File: src/rtl/stream_drain_fifo.sv
// Circular-store FIFO that absorbs a valid-qualified stream and lets a stalling
// consumer drain it first-word-fall-through, reporting occupancy and overflow.
module stream_drain_fifo #(
  parameter int DATA_WIDTH = 32,
  parameter int ADDR_WIDTH = 2
) (
  input  logic                  clk,
  input  logic                  rst,
  input  logic [DATA_WIDTH-1:0] in_data,
  input  logic                  in_valid,
  output logic                  in_ready,
  output logic [DATA_WIDTH-1:0] out_data,
  output logic                  out_valid,
  input  logic                  out_ready,
  output logic [ADDR_WIDTH:0]   count,
  output logic                  overflow
);

  // Handshake: a transfer happens on a rising edge where valid && ready are both
  // high; ready/valid come from registered state only, never from the partner.
  localparam int DEPTH = 1 << ADDR_WIDTH;
  localparam logic [ADDR_WIDTH:0] PTR_ONE = {{ADDR_WIDTH{1'b0}}, 1'b1};

  logic [DATA_WIDTH-1:0] mem [DEPTH];
  logic [ADDR_WIDTH:0]   wp;
  logic [ADDR_WIDTH:0]   rp;
  logic [ADDR_WIDTH:0]   count_q;
  logic                  overflow_q;
  logic                  full;
  logic                  empty;
  logic                  wr_fire;
  logic                  rd_fire;

  // Wrap bit distinguishes full from empty when the low address bits match.
  assign empty = (wp == rp);
  assign full  = (wp[ADDR_WIDTH-1:0] == rp[ADDR_WIDTH-1:0]) &&
                 (wp[ADDR_WIDTH] != rp[ADDR_WIDTH]);

  assign in_ready  = !full;
  assign out_valid = !empty;
  assign wr_fire   = in_valid && in_ready;
  assign rd_fire   = out_valid && out_ready;
  assign out_data  = mem[rp[ADDR_WIDTH-1:0]];
  assign count     = count_q;
  assign overflow  = overflow_q;

  always_ff @(posedge clk) begin
    if (wr_fire && !rst) begin
      mem[wp[ADDR_WIDTH-1:0]] <= in_data;
    end
  end

  always_ff @(posedge clk) begin
    if (rst) begin
      wp         <= '0;
      rp         <= '0;
      count_q    <= '0;
      overflow_q <= 1'b0;
    end else begin
      if (wr_fire) begin
        wp <= wp + PTR_ONE;
      end
      if (rd_fire) begin
        rp <= rp + PTR_ONE;
      end
      case ({wr_fire, rd_fire})
        2'b10:   count_q <= count_q + PTR_ONE;
        2'b01:   count_q <= count_q - PTR_ONE;
        default: count_q <= count_q;
      endcase
      if (in_valid && !in_ready) begin
        overflow_q <= 1'b1;
      end
    end
  end

endmodule

File: config.mk
export PLATFORM = sky130hd
export DESIGN_NAME = stream_drain_fifo
export DESIGN_NICKNAME = d
export VERILOG_FILES = /design/src/rtl/stream_drain_fifo.sv
export SDC_FILE = /design/constraint.sdc
export NUM_CORES = 1
export LEC_CHECK = 0
export BUFFER_PORTS_ARGS = -buffer_cell sky130_fd_sc_hd__clkbuf_2
export CORE_UTILIZATION = 61
export DETAILED_ROUTE_END_ITERATION = 7
export PLACE_DENSITY = 0.84
export SKIP_LAST_GASP = 1
export SLEW_MARGIN = 20
export SYNTH_ARGS = -nofsm -noshare
export SYNTH_HDL_FRONTEND = slang
export SYNTH_SLANG_ARGS = --single-unit
File: constraint.sdc
create_clock -name clk -period 7.1 [get_ports clk]
set_input_delay 1.775 -clock clk [delete_from_list [all_inputs] [get_ports clk]]
set_output_delay 1.775 -clock clk [all_outputs]
set_load 0.1 [all_outputs]
==> results.md <==
Outcome:
- The run finished with clean final reports.

Placed design:
- The instance area after placement is between 5000 and 6000 um2.
- The count of buffers added on input and output ports is 73.
- The placer's final routability congestion estimate is a little over 0.8.
- The final HPWL from detailed placement is 5730 um.

Timing:
- For the final database, setup skew stands at 0.00669 ns.
- The max-slew violation total from the final report is 0.
- The setup total negative slack is 0 ns.
- After layout, the minimum clock period comes to 4.23 ns.
- The number of setup violations in the final report is 0.
- The slew at the pin with the worst max-slew slack is 0.823 ns.
- The final critical-path share of the clock period is about three fifths.
- Setup repair after global routing left no endpoint under its margin.
- The worst-case headroom to the max-slew limit is 45.2%.
- The total count of hold-check failures in the final report is 0.
- The maximum achievable frequency is 236 MHz.

Synth:
- The total number of yosys warnings is 0.
- The number of flip-flops and latches in the synthesized netlist is 140.
- After synthesis, flip-flops and latches occupy 76.1% of the total area.
- The cell area after synthesis is 5370 um2.
- The number of nets in the synthesized netlist is 299.
- The number of different library cells in the post-synthesis netlist is 29.
- Averaged over all synthesized cells, the footprint is 21.0 um2.
- Synthesis handed over a netlist of 256 instances.

Global route:
- The first global-routing pass estimated 14700 um of wire.
- The total grt overflow is 0.
- The initial antenna violation count is 0.
- The largest net degree at the start of global routing is 33.
- The number of global-route vias before repair is 2771.
- The total routing resource utilization after global routing is 23.3%.

Final layout:
- After the last flow step, the layout net total stands at 387.
- The antenna diode count is 0.
- The final non-filler cell area is 6490 um2.
- After filler insertion, the fill cell instance count of the layout stands at roughly 440.
- The synthesis-to-finish area growth is 20.9%.
- The fraction of layout instances using a drive strength above 1 is 42.0%.

Route:
- The number of vias per cell is 5.93.
- Once detail routing completed, the nets flagged for antenna violations numbered 0.
- After detailed routing, the average wire length per cell comes to just over 20 um.
- After the first detailed-routing iteration, the DRC count stood at about 190.
- Summing over every cut layer, the via total after detailed routing is about 2700.
- For this run, design rule violations remaining after detail routing come to 0.
- The detailed-router iteration count before antenna repair is 4.
- The aggregate routed wire length is 9590 um.

Hold path:
- The class of the worst hold path is reg2reg.
- Along the worst hold path, the cell count comes to 2.

Die:
- The die covers ~9200 um2.
- The initial core utilization is 64.1%.
- The die height is 95.8 um.
- For this design the top-level I/O count stands at 74.
- The number of standard-cell rows in the floorplan is 33.
- In this run the horizontal extent of the chip is between 90 and 100 um.
- The core region is 8380 um2.

Setup path:
- At the worst endpoint, the required time is 5.33 ns.
- The sort of element at the start of the critical path is a register.
- In this run the worst path has a maximum fanout of 27.
- STA classifies the critical path endpoint as a primary output.
- The critical path is of the reg2out type.
- The data arrival time of the worst path is 2.46 ns.
- The worst reg-to-reg path cell count is 4.

CTS:
- The number of clock sinks is between 100 and 150.
- Buffers added to address setup during post-CTS repair amount to 0.
- The H-tree depth is 4.
- Counting the buffers created by CTS gives 17.
- After clock tree synthesis, the flow added hold-fix buffers numbering 0.
- After clock tree synthesis, the clock-pin slew on the worst setup and hold paths is 0.06 ns.
- TritonCTS built the clock tree.
- The post-CTS resize count is 0.
- The root buffer cell is clkbuf_8.
- The clock passes through at most 2 buffers.
- The later-pin clock latency in the skew report is 0.51 ns.

Flow run:
- The tool flagged a number of max-cap violations equal to 0.
layer usage:
metal / vias to the layer above / GRT usage, % / part of all wire (%)
met3: 10 / 6.79 / 5.1
met4: 0 / 9.33 / 1.4
met2: 111 / 38.5 / 55
met5: - / 0 / 0
met1: 1385 / 29.1 / 39
li1: 1234 / - / -
Yosys cell counts (all sizes together):
master / number / share of area, %
edfxtp: 128 / 72
mux4: 32 / 13
dfxtp: 12 / 4.5
nor3b: 8 / 1.1
buf: 7 / 0.63
ha: 6 / 1.4
nand2: 6 / 0.42
nand3: 6 / 0.56
clkbuf: 5 / 0.35
o21ai: 5 / 0.47
a21oi: 4 / 0.37
inv: 4 / 0.28
nand4: 4 / 0.47
nor2: 4 / 0.28
xnor2: 4 / 0.65
xor2: 4 / 0.79
a41oi: 3 / 0.49
a211o: 2 / 0.33
a31oi: 2 / 0.23
nor2b: 2 / 0.23
o211ai: 2 / 0.28
and3: 1 / 0.12
fa: 1 / 0.37
mux2i: 1 / 0.19
o31ai: 1 / 0.23
or3: 1 / 0.12
or4: 1 / 0.14
state kept, by name, indices dropped and copies added, names as in the netlist, named ones only:
register,cells
overflow,1
rp,3
count,3
mem,128
wp,3
kinds of logic after synthesis:
family,Yosys count,synth area share (%)
AO/OA/AOI/OAI,19,2.40
XOR/XNOR,8,1.44
adder cells (fa/ha/maj),7,1.77
buffers and inverters,16,1.26
flip-flops,140,76.1
multiplexers,33,13.6
AND/OR/NAND/NOR,33,3.45
worst paths after layout:
path / start / endpoint / slack [ns]
worst max-delay path: register / out_data[31] / 2.87
worst min-delay path: overflow / overflow / 0.48
worst max register to register: wp[1] / mem[2][14] / 4.49
worst min register to register: overflow / overflow / 0.48
stage by stage:
stage               utilization [%]  hold slack [ns]  instances  worst slack [ns]
global placement               70.3            0.459        430              3.29
CTS                            77.4            0.486        462              2.78
global route                   77.4            0.518        462              2.71
floorplan                         -            0.501        256              2.05
finish                         77.4            0.476        462              2.87
detailed placement             70.3            0.472        430              3.22
layout make-up:
type                    instances  area, um2  share of cell area, %
well taps                     105        131                   2.02
flip-flops and latches        140       4090                   63.0
inverters                       4       15.0                  0.231
multi-input cells             100       1240                   19.2
clock buffers                  19        422                   6.50
clock inverters                13        166                   2.56
repair buffers                 81        425                   6.55
critical path, stage by stage (launching register included):
cell and delay, ns:
dfxtp_2 0.45, buf_4 0.50, mux4_2 0.60, clkbuf_2 0.39
cell usage in the layout, fill, tap and decap left out, types with 2 or more instances in the layout:
cell	instances
ha_1	6
nor2b_1	2
bufinv_16	3
clkbuf_16	16
o211ai_1	2
nor2_1	4
xnor2_1	4
nor3b_2	3
mux4_2	32
buf_4	8
o21ai_0	5
a41oi_1	3
clkbuf_2	73
edfxtp_1	128
dfxtp_2	2
a31oi_1	2
dfxtp_1	10
clkinv_4	4
nand3_1	6
inv_6	2
inv_1	4
a21oi_1	4
a211o_1	2
nand4_1	4
clkbuf_1	2
xor2_1	3
clkinvlp_4	2
nor3b_1	4
nand2_1	6
Power is left out: the tool's default activity adds up to more than one toggle a clock period on the data nets, which glitch-free logic cannot reach.
